$ cat config.mk
export PLATFORM = sky130hd
export DESIGN_NAME = uart_tx_engine
export DESIGN_NICKNAME = d
export VERILOG_FILES = /design/src/rtl/uart_tx_engine.sv
export SDC_FILE = /design/constraint.sdc
export NUM_CORES = 1
export LEC_CHECK = 0
export BUFFER_PORTS_ARGS = -buffer_cell sky130_fd_sc_hd__buf_4
export CAP_MARGIN = 25
export CORE_MARGIN = 10
export CORE_UTILIZATION = 59
export CTS_CLUSTER_SIZE = 12
export DETAILED_ROUTE_END_ITERATION = 8
export MAX_ROUTING_LAYER = met4
export PLACE_DENSITY = 0.8
export REMOVE_ABC_BUFFERS = 1
export SLEW_MARGIN = 15
export SYNTH_ARGS = -nofsm -noshare
export SYNTH_HDL_FRONTEND = slang
export SYNTH_SLANG_ARGS = --single-unit
$ cat constraint.sdc
create_clock -name clk -period 4.8 [get_ports clk]
set_input_delay 1.44 -clock clk [delete_from_list [all_inputs] [get_ports clk]]
set_output_delay 1.44 -clock clk [all_outputs]
set_load 0.005 [all_outputs]
$ cat src/rtl/uart_tx_engine.sv
// ============================================================================
//  Module      : uart_tx_engine
//  Description : UART transmit serializer fed from a registered-output TX FIFO.
//  Revision    : 1.0 - initial release
// ============================================================================
`default_nettype none

module uart_tx_engine #(
  parameter int DATA_WD = 8,
  parameter int DIV_WD  = 16
) (
  input  logic              clk,
  input  logic              rst,
  input  logic              tx_en,
  input  logic [DIV_WD-1:0] baud_div,
  input  logic              parity_en,
  input  logic              parity_odd,
  input  logic              two_stop,
  input  logic              fifo_empty,
  input  logic [DATA_WD-1:0] fifo_rd_data,
  output logic              fifo_rd_en,
  output logic              tx,
  output logic              busy,
  output logic              frame_done
);

  localparam int                c_BCW  = $clog2(DATA_WD + 1);
  localparam logic [c_BCW-1:0]  c_LAST = c_BCW'(DATA_WD - 1);
  localparam logic [DIV_WD-1:0] c_ONE  = DIV_WD'(1);
  localparam logic [DIV_WD-1:0] c_TWO  = DIV_WD'(2);

  typedef enum logic [2:0] {
    S_IDLE   = 3'd0,
    S_REQ    = 3'd1,
    S_LOAD   = 3'd2,
    S_START  = 3'd3,
    S_DATA   = 3'd4,
    S_PARITY = 3'd5,
    S_STOP   = 3'd6
  } state_t;

  state_t              r_state;
  logic                r_tx;
  logic                r_rd_en;
  logic                r_busy;
  logic                r_done;
  logic [DATA_WD-1:0]  r_shift;
  logic                r_par;
  logic [DIV_WD-1:0]   r_n;
  logic                r_par_en;
  logic                r_two_stop;
  logic                r_stop2;
  logic [DIV_WD-1:0]   r_timer;
  logic [c_BCW-1:0]    r_bitcnt;

  logic                w_bit_end;
  logic                w_start_ok;
  logic [DIV_WD-1:0]   w_n_in;

  // r_n is clamped to >= 2, so r_n - 1 never underflows
  assign w_bit_end  = (r_timer == (r_n - c_ONE));
  assign w_start_ok = tx_en && !fifo_empty;
  assign w_n_in     = (baud_div < c_TWO) ? c_TWO : baud_div;

  assign fifo_rd_en = r_rd_en;
  assign tx         = r_tx;
  assign busy       = r_busy;
  assign frame_done = r_done;

  always_ff @(posedge clk) begin
    if (rst) begin
      r_state    <= S_IDLE;
      r_tx       <= 1'b1;
      r_rd_en    <= 1'b0;
      r_busy     <= 1'b0;
      r_done     <= 1'b0;
      r_shift    <= '0;
      r_par      <= 1'b0;
      r_n        <= c_TWO;
      r_par_en   <= 1'b0;
      r_two_stop <= 1'b0;
      r_stop2    <= 1'b0;
      r_timer    <= '0;
      r_bitcnt   <= '0;
    end else begin
      r_rd_en <= 1'b0;
      r_done  <= 1'b0;
      case (r_state)
        S_IDLE: begin
          if (w_start_ok) begin
            r_rd_en <= 1'b1;
            r_busy  <= 1'b1;
            r_state <= S_REQ;
          end
        end
        S_REQ: begin
          r_state <= S_LOAD;
        end
        S_LOAD: begin
          // Whole frame configuration is frozen here
          r_shift    <= fifo_rd_data;
          r_par      <= (^fifo_rd_data) ^ parity_odd;
          r_n        <= w_n_in;
          r_par_en   <= parity_en;
          r_two_stop <= two_stop;
          r_stop2    <= 1'b0;
          r_timer    <= '0;
          r_bitcnt   <= '0;
          r_tx       <= 1'b0;
          r_state    <= S_START;
        end
        S_START: begin
          if (w_bit_end) begin
            r_timer <= '0;
            r_tx    <= r_shift[0];
            r_state <= S_DATA;
          end else begin
            r_timer <= r_timer + c_ONE;
          end
        end
        S_DATA: begin
          if (w_bit_end) begin
            r_timer <= '0;
            r_shift <= {1'b0, r_shift[DATA_WD-1:1]};
            if (r_bitcnt == c_LAST) begin
              if (r_par_en) begin
                r_tx    <= r_par;
                r_state <= S_PARITY;
              end else begin
                r_tx    <= 1'b1;
                r_state <= S_STOP;
              end
            end else begin
              r_bitcnt <= r_bitcnt + 1'b1;
              r_tx     <= r_shift[1];
            end
          end else begin
            r_timer <= r_timer + c_ONE;
          end
        end
        S_PARITY: begin
          if (w_bit_end) begin
            r_timer <= '0;
            r_tx    <= 1'b1;
            r_state <= S_STOP;
          end else begin
            r_timer <= r_timer + c_ONE;
          end
        end
        S_STOP: begin
          if (w_bit_end) begin
            r_timer <= '0;
            if (r_two_stop && !r_stop2) begin
              r_stop2 <= 1'b1;
            end else begin
              r_stop2 <= 1'b0;
              r_done  <= 1'b1;
              if (w_start_ok) begin
                r_rd_en <= 1'b1;
                r_state <= S_REQ;
              end else begin
                r_busy  <= 1'b0;
                r_state <= S_IDLE;
              end
            end
          end else begin
            r_timer <= r_timer + c_ONE;
          end
        end
        default: begin
          r_tx    <= 1'b1;
          r_busy  <= 1'b0;
          r_state <= S_IDLE;
        end
      endcase
    end
  end

endmodule

`default_nettype wire

After elaboration in Yosys (flattened, before gate mapping)
Index checks and enable logic that the tools add are counted.

word-level totals
  input bits = 31
  register bits = 55

cells by class
  muxes and demuxes = 37
  reduce and logical (&&, ||, !) cells = 19
  bitwise logic cells = 5
  add/subtract/negate cells = 3
  magnitude comparators = 1
  equality and inequality tests = 17

operator list
  kind                                                 number
  two-way mux 16 bit                                   2
  case mux 16 bit (2 select lines)                     1
  two-way mux 3 bit                                    7
  case mux 3 bit (7 select lines)                      1
  inequality test 2 bit, second input constant         9
  adder 16 x 1 -> 16 bit, second input constant        1
  == test 16 bit                                       1
  < comparator 16 x 2 -> 1 bit, second input constant  1
  two-way mux 1 bit                                    16
  case mux 8 bit (2 select lines)                      1
  subtractor 16 x 1 -> 16 bit, second input constant   1
  == test 3 bit, second input constant                 3
  two-way mux 4 bit                                    2
  two-way mux 8 bit                                    1
  case mux 4 bit (2 select lines)                      1
  XOR reduction 8 bit                                  1
  AND reduction 7 bit                                  1
  == test 3 x 2 -> 1 bit, second input constant        2
  nonzero test 2 bit                                   3
  OR reduction 3 bit                                   2
  case mux 1 bit (5 select lines)                      1
  AND reduction 5 bit                                  1
  OR reduction 5 bit                                   1
  adder 4 x 1 -> 4 bit, second input constant          1
  other kinds (14)                                     21

Depth between registers and ports, before layout
Gate-level depths: netlist of the first run.

  depth in word-level cells = 6
  depth in mapped cells = 11

Worst setup path after synthesis of the first run
Ideal clock, no wire load.

  path kind = register -> register
  from = register r_n[7]
  to = register r_shift[7]
  stages on the path, launching flop included = 10
  data required time = 4.672 ns
  buffers on the path = 1
  setup slack = 1.944 ns
  arrival time = 2.729 ns
  cell sequence = dfxtp_1 or4_4 nand3b_1 xnor2_1 or4_1 or4_4 nor3_4 buf_6 a2bb2oi_2 nor2_1

on the way
  word-level cells in the longest chain between the ends = 4

ends and longest elaborated chain
  item                                    line  text
  start: declaration                      49    logic [DIV_WD-1:0] r_n;
  start signal: assignment                79    r_n <= c_TWO;
  start signal: assignment                103   r_n <= w_n_in;
  subtractor 16 x 1 -> 16 bit             61    assign w_bit_end = (r_timer == (r_n - c_ONE));
  == test 16 bit                          61
  inequality test 2 bit (no source line)  -
  AND reduction 2 bit (no source line)    -
  end signal: assignment                  101   r_shift <= fifo_rd_data;
  end signal: assignment                  124   r_shift <= {1'b0, r_shift[DATA_WD-1:1]};
  end: declaration                        47    logic [DATA_WD-1:0] r_shift;

No other way between the ends.
A chain may end at the register's enable or synchronous reset.

Final worst setup path of the first run
  from = register r_n[7]
  to = register r_shift[1]

The elaborated chain is that of the path after synthesis.

==> results of run 1 <==
-- per-stage QoR --
step	instance area [sq um]	cells	total power (W)
2_1_floorplan	3082	362	0.001063
3_3_place_gp	3440	468	0.001216
3_5_place_dp	3440	468	0.001234
4_1_cts	3557	476	0.001554
5_1_grt	3570	478	0.001666
6_report	3570	478	0.001563
-- cell families (layout without fill, tap and decap cells) --
logic type                 Yosys count  after routing  synth area share (%)
and+or+nand+nor                    152            152                 26.19
AOI/OAI and AO/OA                  101            101                 22.58
DFF                                 55             55                 34.92
xor gates and xnor gates            34             34                 9.444
buffers and inverters               26             56                 3.452
muxes                                7              7                 2.222
adders and majority gates            3              3                 1.191
-- routing by layer --
metal	part of all wire, %	wire length (um)	vias to the layer above	global-route usage, %
li1	-	-	1454	-
met1	48	3714	1377	23.92
met2	45	3431	104	28.21
met3	6.3	489	6	4.077
met4	0.90	69	0	4.627
met5	0	0	-	-
-- final timing paths --
path                              from    endpoint
worst max-delay path            r_n[7]  r_shift[1]
worst min-delay path             r_par       r_par
worst max register to register  r_n[7]  r_shift[1]
worst min register to register   r_par       r_par
-- worst max-delay path: cells and delay by family (launching register included) --
kind	cells	cell delay, ns
AO/OA/AOI/OAI	2	0.31
XOR/XNOR	1	0.17
flip-flops	1	0.40
AND/OR/NAND/NOR	5	2.30
-- sequential cells by signal (all words and copies together), names as in the netlist --
| name | count |
|---|---|
| busy | 1 |
| fifo_rd_en | 1 |
| r_par | 1 |
| r_n | 16 |
| tx | 1 |
| r_timer | 16 |
| r_shift | 8 |
| r_par_en | 1 |
| r_bitcnt | 4 |
| frame_done | 1 |
| r_state | 3 |
| r_stop2 | 1 |
| r_two_stop | 1 |
-- power breakdown --
group	switching, W	leakage, nW	internal (W)	total [W]
Sequential	0.0000924	0.445	0.000527	0.000620
Clock	0.000155	0.0612	0.000169	0.000324
Combinational	0.000355	0.961	0.000264	0.000620
-- area by class of cell --
cell class / instances / area share [%]
inverters: 10 / 1.052
multi-input cells: 297 / 54.43
clock buffers: 6 / 2.313
clock inverters: 2 / 0.9814
well taps: 70 / 2.454
repair buffers: 38 / 7.921
flip-flops and latches: 55 / 30.84
-- layout by cell type (no fill, tap or decap), drive strengths merged, types with 8 or more instances in the layout --
master	Yosys	routed
nand2	48	48
a21oi	21	21
nand3	18	18
nand2b	8	8
inv	10	10
nor4	12	12
o21ai	20	20
xor2	16	16
a22o	12	12
xnor2	18	18
buf	4	38
nor3	9	9
nor2	26	26
dfxtp	55	55
==> reports/metrics.csv, run 1 <==
stage;metric;value;unit
synth;ys_warn_count;0;
power;p_leak;1.467;nW
floorplanning;die-width;93.11;um
cts;cts_root_buf;clkbuf_8;
cells_and_area;multiInputGateArea;1943;sq um
outcome;outcome;complete, no violations;
grt;antenna_found_initial;0;
synth;ys_seq_area_share;34.92;%
grt;gr-total-overflow;0;
cells_and_area;fin_nets;441;
routing;drt_iter0_drc;231;
synth;synth_area_leader_cell;dfxtp_1;
timing;fin_hold_ws;0.4617;ns
timing;fin_skew;0.009710;ns
synth;yosysMostFrequentCell;dfxtp_1;
critical_path;slowest_stage;or4_4;
synth;yosys-top-cells-area;dfxtp_1 35%, nand2_1 5.7%, xnor2_1 5.0%, xor2_1 4.4%, a21oi_1 3.3%;
routing;num_vias;2941;
critical_path;worstSetupPathType;reg2reg;
timing;min_period;3.269;ns
flow_run;maxCapViolCount;0;
grt;grt_max_degree;26;
cells_and_area;num_antenna_cells;0;
cts;cts_buffers;5;
cts;clkTransAtPathRegs;0.10;ns
cts;htreeDepth;2;
floorplanning;initial_core_util;61.34;%
floorplanning;coreArea;5140;sq um
cts;cts_buffer_depth;2;
synth;synth_seq_cells;55;
synth;synth_cell_type_count;57;
routing;viasPerCell;6.153;
critical_path;r2r_cells;8;
timing;grt_setup_unrepaired;false;
timing;fin_tns_setup;0;ns
grt;grt_pass1_vias;2742;
grt;grt_pass1_wl;12.87;mm
cts;postCtsResizedCells;0;
synth;synth-edff-count;0;
timing;worst_pin_slew;0.7309;ns
cts;clkSinkCount;55;
floorplanning;die_area;8669;sq um
floorplanning;rows;26;
cts;cts_setup_buffers;0;
cells_and_area;post-route-util;69.45;%
cts;cts_hold_buf;0;
critical_path;required;5.01;ns
cts;insertion_delay;0.32;ns
routing;detail_route.wl_per_cell;16.12;um
floorplanning;io_pins;35;
synth;synthTopCellsByCount;55 x dfxtp_1, 48 x nand2_1, 25 x nor2_1;
synth;syn_area_per_cell;8.341;sq um
placed_design;portBuffers;34;
critical_path;path_cells;or4_4, nand3b_1, xnor2_1, or4_1, or4_4, nor3_4, o21ai_0, o311a_1;
cts;cts_tree;built;
timing;finalCritPeriodShare;68.11;%
synth;yosysTopAreaCellShare;34.92;%
placed_design;place.gp.congestion;0.9185;
cells_and_area;seq_area;1101;sq um
routing;drtAntennaViolNets;0;
cells_and_area;n_fill_cell;437;
placed_design;place_ws;1.571;ns
floorplanning;die_h;93.11;um
routing;drt_wl_total;7.704;mm
critical_path;crit_top_cell;or4_4;
min_path;hold_depth;2;
grt;grt_usage;18.38;%
critical_path;arrival;3.48;ns
critical_path;cp-end-kind;register;
synth;yosys_most_used_dff;dfxtp_1;
timing;setup_violations;0;
critical_path;slowest_delay;0.58;ns
power;ir_worst_vdd;0.2810;mV
cells_and_area;drive_above_1_share;14.71;%
synth;netlist_area;3153;sq um
placed_design;dp_hpwl;5.750;mm
timing;max_freq;305.9;MHz
synth;async_flop_share;0;%
routing;dr.pass1.iters;5;
timing;slew_viol_final;0;
timing;slew-limit-headroom;50.94;%
power;powerDensity;437.9;nW/um^2
critical_path;worstPathMaxFanout;15;
min_path;hold_path.class;reg2reg;
cells_and_area;area_growth;13.21;%
routing;route.detailed.drc;0;
timing;hold_viol;0;
critical_path;r2r_setup_slack;1.53;ns
critical_path;startpoint_type;register;
timing;fin_ws;1.531;ns
synth;syn-instance-count;378;
Power figures use the tool's default switching activity.
==> run 2: changes to the inputs <==
Settings changed: CORE_UTILIZATION 59 to 53, PLACE_DENSITY 0.8 to 0.76.
Clock period 4.8 ns to 2.65 ns, I/O delays scaled along.
==> run 2 against run 1 <==
Compared with the run above:
- the flow now finishes with violations (negative setup slack)
- design area up 13%
- hold slack better by 0.0047 ns
- via count up 6.9%
- critical path depth up 1
- maximum frequency up 9.6%
- final cell count up 10%
- non-clock buffer count up 44
- sequential share of layout area down 3.5 points
- first-iteration DRC count up 1.7%
- utilization down 0.61 points
==> reports/metrics.csv, run 2 (same netlist as run 1, synthesis figures left out) <==
stage;metric;value;unit;change
routing;drt_iter0_drc;235;;+1.7%
grt;grt_max_degree;22;;-15%
timing;fin_ws;-0.3338;ns;-1.865 ns
outcome;violations;negative setup slack;;
cells_and_area;num_antenna_cells;0;;unchanged
routing;detail_route.wl_per_cell;16.44;um;+2.0%
power;p_int;0.001896;W;+97%
critical_path;worstPathMaxFanout;13;;-2
timing;max_freq;335.1;MHz;+9.6%
cells_and_area;n_fill_cell;488;;+12%
power;power_frac_seq;34.4;%;-5.3 points
placed_design;place.gp.congestion;0.9177;;about the same
critical_path;r2r_cells;9;;+1
critical_path;arrival;3.19;ns;-0.29 ns
cells_and_area;area_growth;27.74;%;
cts;htreeDepth;2;;unchanged
placed_design;portBuffers;34;;unchanged
cts;clkTransAtPathRegs;0.10;ns;about the same
floorplanning;die_area;9434;sq um;+8.8%
critical_path;worstSetupPathType;reg2reg;;
placed_design;dp_hpwl;6.245;mm;+8.6%
power;p_comb_share;48.9;%;+9.3 points
routing;drt_wl_total;8.682;mm;+13%
routing;drtAntennaViolNets;0;;unchanged
critical_path;required;2.86;ns;-2.15 ns
timing;finalCritPeriodShare;112.6;%;+44 points
routing;route.detailed.drc;0;;unchanged
cts;cts_hold_buf;0;;unchanged
flow_run;maxCapViolCount;0;;unchanged
power;powerDensity;774.7;nW/um^2;+77%
min_path;hold_path.class;reg2reg;;
timing;setup_violations;35;;+35
timing;hold_viol;0;;unchanged
outcome;outcome;finished, violations left;;
cts;cts_buffer_depth;2;;unchanged
floorplanning;die_h;97.13;um;+4.3%
floorplanning;die-width;97.13;um;+4.3%
cts;cts_buffers;5;;unchanged
timing;slew-limit-headroom;57.06;%;+6.1 points
cells_and_area;fin_nets;486;;+10%
grt;antenna_found_initial;0;;unchanged
cells_and_area;fin_cells;528;;+10%
cells_and_area;drive_above_1_share;26.93;%;+12 points
cts;clkSinkCount;55;;unchanged
grt;grt_pass1_wl;13.96;mm;+8.5%
routing;num_vias;3143;;+6.9%
cts;cts_tree;built;;
cells_and_area;final_common_cell;buf_4;;
grt;grt_usage;17.60;%;-0.79 points
timing;fin_skew;0.01259;ns;+0.002875 ns
timing;slew_viol_final;0;;unchanged
min_path;hold_depth;2;;unchanged
routing;viasPerCell;5.953;;-3.3%
critical_path;cp-end-kind;register;;
cts;insertion_delay;0.31;ns;about the same
power;switching_share;39.24;%;+0.70 points
grt;grt_pass1_vias;2973;;+8.4%
floorplanning;initial_core_util;53.89;%;-7.5 points
placed_design;place_inst;512;;+9.4%
power;p_leak;1.740;nW;+19%
cts;cts_root_buf;clkbuf_8;;
power;ir_worst_vdd;0.4225;mV;+50%
floorplanning;coreArea;5851;sq um;+14%
floorplanning;rows;28;;+7.7%
timing;min_period;2.984;ns;-0.2853 ns
placed_design;place_ws;-0.4336;ns;-2.005 ns
floorplanning;io_pins;35;;unchanged
power;p_switching;0.001224;W;+100%
routing;dr.pass1.iters;5;;unchanged
timing;grt_setup_unrepaired;true;;
power;clkPwrFrac;16.7;%;-4.0 points
cells_and_area;layout_common_cells;79 x buf_4, 54 x dfxtp_1, 47 x nand2_1;;
critical_path;startpoint_type;register;;
timing;worst_pin_slew;0.6430;ns;-0.08793 ns
grt;gr-total-overflow;0;;unchanged
cells_and_area;reg_top3;r_n (16), r_timer (16), r_shift (8);;
==> run 2: cell type report <==
type	count	area, sq um	area share [%]
timing repair buffer	82	644.4	16.00
inverter	10	37.54	0.9320
clock buffer	7	96.34	2.392
tap	75	93.84	2.330
multi-input combinational	298	2046	50.79
clock inverter	1	7.507	0.1864
sequential	55	1102	27.37
==> run 2: power by group through the flow <==
stage                     clock network (W)  logic [W]  registers (W)
after floorplan                           0   0.000831        0.00109
after global placement                    0    0.00133        0.00108
after CTS                          0.000524    0.00140        0.00107
after detailed placement                  0    0.00136        0.00109
after global routing               0.000550    0.00166        0.00109
final                              0.000522    0.00152        0.00107
==> run 2: critical path, stage by stage (launching register included) <==
cell      delay, ns
dfxtp_2        0.33
or4_4          0.56
nand3b_1       0.23
xnor2_2        0.17
or4_4          0.53
or4_4          0.50
nor3_4         0.19
buf_12         0.17
o21ai_1        0.06
o311a_1        0.13
==> run 2: metal layers <==
layer | vias up | track usage, % | share of wire, %
met5 | - | - | 0
met4 | 0 | 5.221 | 1.5
met3 | 15 | 2.987 | 3.5
met2 | 70 | 28.09 | 49
met1 | 1518 | 22.19 | 46
li1 | 1540 | - | -
==> run 2: timing repair <==
action | in CTS | in global routing
gates cloned | 0 | 1
gates resized for setup | 9 | 26
buffers inserted | 2 | 5
endpoints found under the setup margin | 35 | 36
hold endpoints to repair | 0 | 0
pin swaps | 3 | 9
==> run 2: path summary, 6_finish.rpt <==
| check | startpoint | endpoint | slack (ns) |
|---|---|---|---|
| setup / recovery | r_n[7] | r_shift[2] | -0.33 |
| hold / removal | r_two_stop | r_two_stop | 0.47 |
| setup reg to reg | r_n[7] | r_shift[2] | -0.33 |
| hold reg to reg | r_two_stop | r_two_stop | 0.47 |
==> run 2: stage by stage <==
stage	hold slack (ns)	TNS (ns)	util, %	power (W)	cell area [sq um]
floorplan	0.4268	-3.715	-	0.001925	3082
global placement	0.4488	-6.820	64.33	0.002409	3764
detailed placement	0.4470	-8.820	64.33	0.002445	3764
CTS	0.4613	-6.238	66.81	0.002991	3909
global route	0.4936	-12.27	68.84	0.003295	4028
finish	0.4664	-8.538	68.84	0.003120	4028
==> run 3: changes to the inputs <==
Settings changed: ABC_AREA from default to 1, CORE_UTILIZATION 53 to 35, PLACE_DENSITY 0.76 to default.
==> run 3 against run 2 <==
Compared with the run above:
- sequential power about the same
- flip-flop and latch count is the same
- synthesized cell count increased by 57%
- first-iteration DRC count down 12%
- critical endpoint is now r_timer[13]
- die area rose by 61%
- the run now ends clean
- via count grew 21%
- largest power group unchanged
- highest routed layer unchanged
- utilization down 28 points
==> reports/metrics.csv, run 3 <==
stage;metric;value;unit;change
placed_design;place_inst;756;;+48%
cells_and_area;fin_nets;661;;+36%
synth;synthTopCellsByCount;161 x nand2_1, 84 x nor2_1, 70 x inv_1;;
routing;dr.pass1.iters;5;;unchanged
cts;cts_tree;built;;
cts;cts_root_buf;clkbuf_8;;
routing;route.detailed.drc;0;;unchanged
cts;insertion_delay;0.32;ns;about the same
flow_run;maxCapViolCount;0;;unchanged
timing;setup_violations;0;;-100%
timing;fin_skew;0.007316;ns;-0.005270 ns
grt;grt_usage;14.35;%;-3.3 points
cells_and_area;reg_top3;r_n (16), r_timer (16), r_shift (8);;
timing;slew-limit-headroom;58.15;%;+1.1 points
grt;grt_pass1_vias;3626;;+22%
cells_and_area;drive_above_1_share;13.56;%;-13 points
power;powerDensity;798.1;nW/um^2;+3.0%
critical_path;worstSetupPathType;reg2reg;;
grt;grt_pass1_wl;17.35;mm;+24%
min_path;hold_path.class;reg2reg;;
grt;antenna_found_initial;0;;unchanged
cts;clkTransAtPathRegs;0.10;ns;about the same
cells_and_area;fin_cells;763;;+45%
synth;synth_area_leader_cell;dfxtp_1;;
critical_path;cp-end-kind;register;;
routing;detail_route.wl_per_cell;13.35;um;-19%
synth;syn_area_per_cell;6.260;sq um;-25%
floorplanning;die-width;123.2;um;+27%
critical_path;worstPathMaxFanout;8;;-5
critical_path;startpoint_type;register;;
synth;ys_warn_count;0;;unchanged
routing;viasPerCell;4.992;;-16%
floorplanning;die_area;15170;sq um;+61%
timing;min_period;2.229;ns;-0.7543 ns
cells_and_area;layout_common_cells;161 x nand2_1, 84 x nor2_1, 70 x inv_1;;
synth;async_flop_share;0;%;unchanged
synth;ys_seq_area_share;29.56;%;-5.4 points
cts;cts_buffer_depth;2;;unchanged
cells_and_area;seq_area;1101;sq um;-0.11%
floorplanning;io_pins;35;;unchanged
timing;max_freq;448.5;MHz;+34%
cts;clkSinkCount;55;;unchanged
cts;cts_setup_buffers;0;;-2
power;p_leak;1.917;nW;+10%
min_path;hold_depth;2;;unchanged
timing;finalCritPeriodShare;84.13;%;-28 points
placed_design;portBuffers;34;;unchanged
synth;yosysMostFrequentCell;nand2_1;;
outcome;outcome;complete, no violations;;
cts;postCtsResizedCells;0;;-9
cts;cts_hold_buf;0;;unchanged
synth;yosys_most_used_dff;dfxtp_1;;
critical_path;required;2.86;ns;about the same
cts;htreeDepth;2;;unchanged
timing;slew_viol_final;0;;unchanged
cells_and_area;final_common_cell;nand2_1;;
placed_design;place.gp.congestion;0.9094;;-0.90%
timing;grt_setup_unrepaired;false;;
placed_design;dp_hpwl;8.254;mm;+32%
timing;worst_pin_slew;0.6271;ns;-0.01585 ns
critical_path;r2r_cells;12;;+3
grt;gr-total-overflow;0;;unchanged
cells_and_area;area_growth;12.90;%;
synth;yosysTopAreaCellShare;29.56;%;-5.4 points
floorplanning;initial_core_util;35.92;%;-18 points
power;ir_worst_vdd;0.4677;mV;+11%
cells_and_area;n_fill_cell;1117;;+130%
cts;cts_buffers;5;;unchanged
routing;drtAntennaViolNets;0;;unchanged
routing;drt_iter0_drc;207;;-12%
floorplanning;rows;37;;+32%
cells_and_area;multiInputGateArea;2276;sq um;+11%
routing;num_vias;3809;;+21%
critical_path;arrival;2.44;ns;-0.75 ns
timing;hold_viol;0;;unchanged
synth;netlist_area;3725;sq um;+18%
synth;synth-edff-count;0;;unchanged
floorplanning;die_h;123.2;um;+27%
synth;synth_seq_cells;55;;unchanged
synth;synth_cell_type_count;41;;-28%
floorplanning;coreArea;10370;sq um;+77%
cells_and_area;num_antenna_cells;0;;unchanged
synth;syn-instance-count;595;;+57%
synth;yosys-top-cells-area;dfxtp_1 30%, nand2_1 16%, nor2_1 8.5%, inv_1 7.1%, nand3_1 6.6%;;
timing;fin_tns_setup;0;ns;+8.538 ns
routing;drt_wl_total;10.18;mm;+17%
grt;grt_max_degree;23;;+4.5%
==> run 3: area by class of cell <==
class / count / share of cell area [%]
clock buffer: 6 / 1.964
clock inverter: 1 / 0.2083
inverter: 77 / 6.873
multi-input combinational: 451 / 54.12
sequential: 55 / 26.18
tap: 136 / 4.046
timing repair buffer: 37 / 6.605
==> run 3: metal layers <==
metal	part of all wire (%)	track usage, %	vias to the layer above
met5	0	-	-
met4	2.4	5.240	0
met3	3.9	2.097	13
met2	47	23.90	99
met1	46	17.22	1737
li1	-	-	1960
==> run 3: per-stage QoR <==
step           utilization [%]  setup slack, ns  area [sq um]  hold slack (ns)  power (W)
6_report                 40.55           0.4206          4205           0.4683   0.003356
5_1_grt                  40.55           0.1434          4205           0.5160   0.003689
2_1_floorplan                -           0.7525          3666           0.4492   0.002419
3_5_place_dp             39.67           0.3372          4114           0.4569   0.002865
4_1_cts                  40.55           0.4215          4205           0.4774   0.003365
3_3_place_gp             39.67           0.3475          4114           0.4457   0.002852
==> run 3: kinds of logic after synthesis <==
logic type | count (synthesis) | share of synthesized area [%]
AOI/OAI and AO/OA | 71 | 10.58
xor gates and xnor gates | 25 | 6.080
adders and majority gates | 3 | 1.008
buffers and inverters | 89 | 9.338
DFF | 55 | 29.56
and+or+nand+nor | 352 | 43.43
==> run 3: report_power, final <==
group          leakage (nW)  total, W  switching [W]  internal (W)
registers             0.447   0.00109       0.000128      0.000965
logic                  1.42   0.00177        0.00117      0.000596
clock network        0.0477  0.000498       0.000286      0.000211
total                  1.92   0.00336        0.00158       0.00177
==> run 3: critical path: stages (launching register included) <==
cell	delay, ns
dfxtp_1	0.33
inv_2	0.09
ha_1	0.26
nand3_4	0.13
nor2_4	0.17
xor2_2	0.24
nand2_1	0.09
nor2_1	0.15
nand4_2	0.24
nand2_4	0.18
inv_1	0.11
nand2_1	0.07
a21oi_1	0.06
==> run 3: path summary, 6_finish.rpt <==
check / startpoint / endpoint / slack [ns]
max: r_n[0] / r_timer[13] / 0.42
min: busy / busy / 0.47
min reg2reg: busy / busy / 0.47
max reg2reg: r_n[0] / r_timer[13] / 0.42
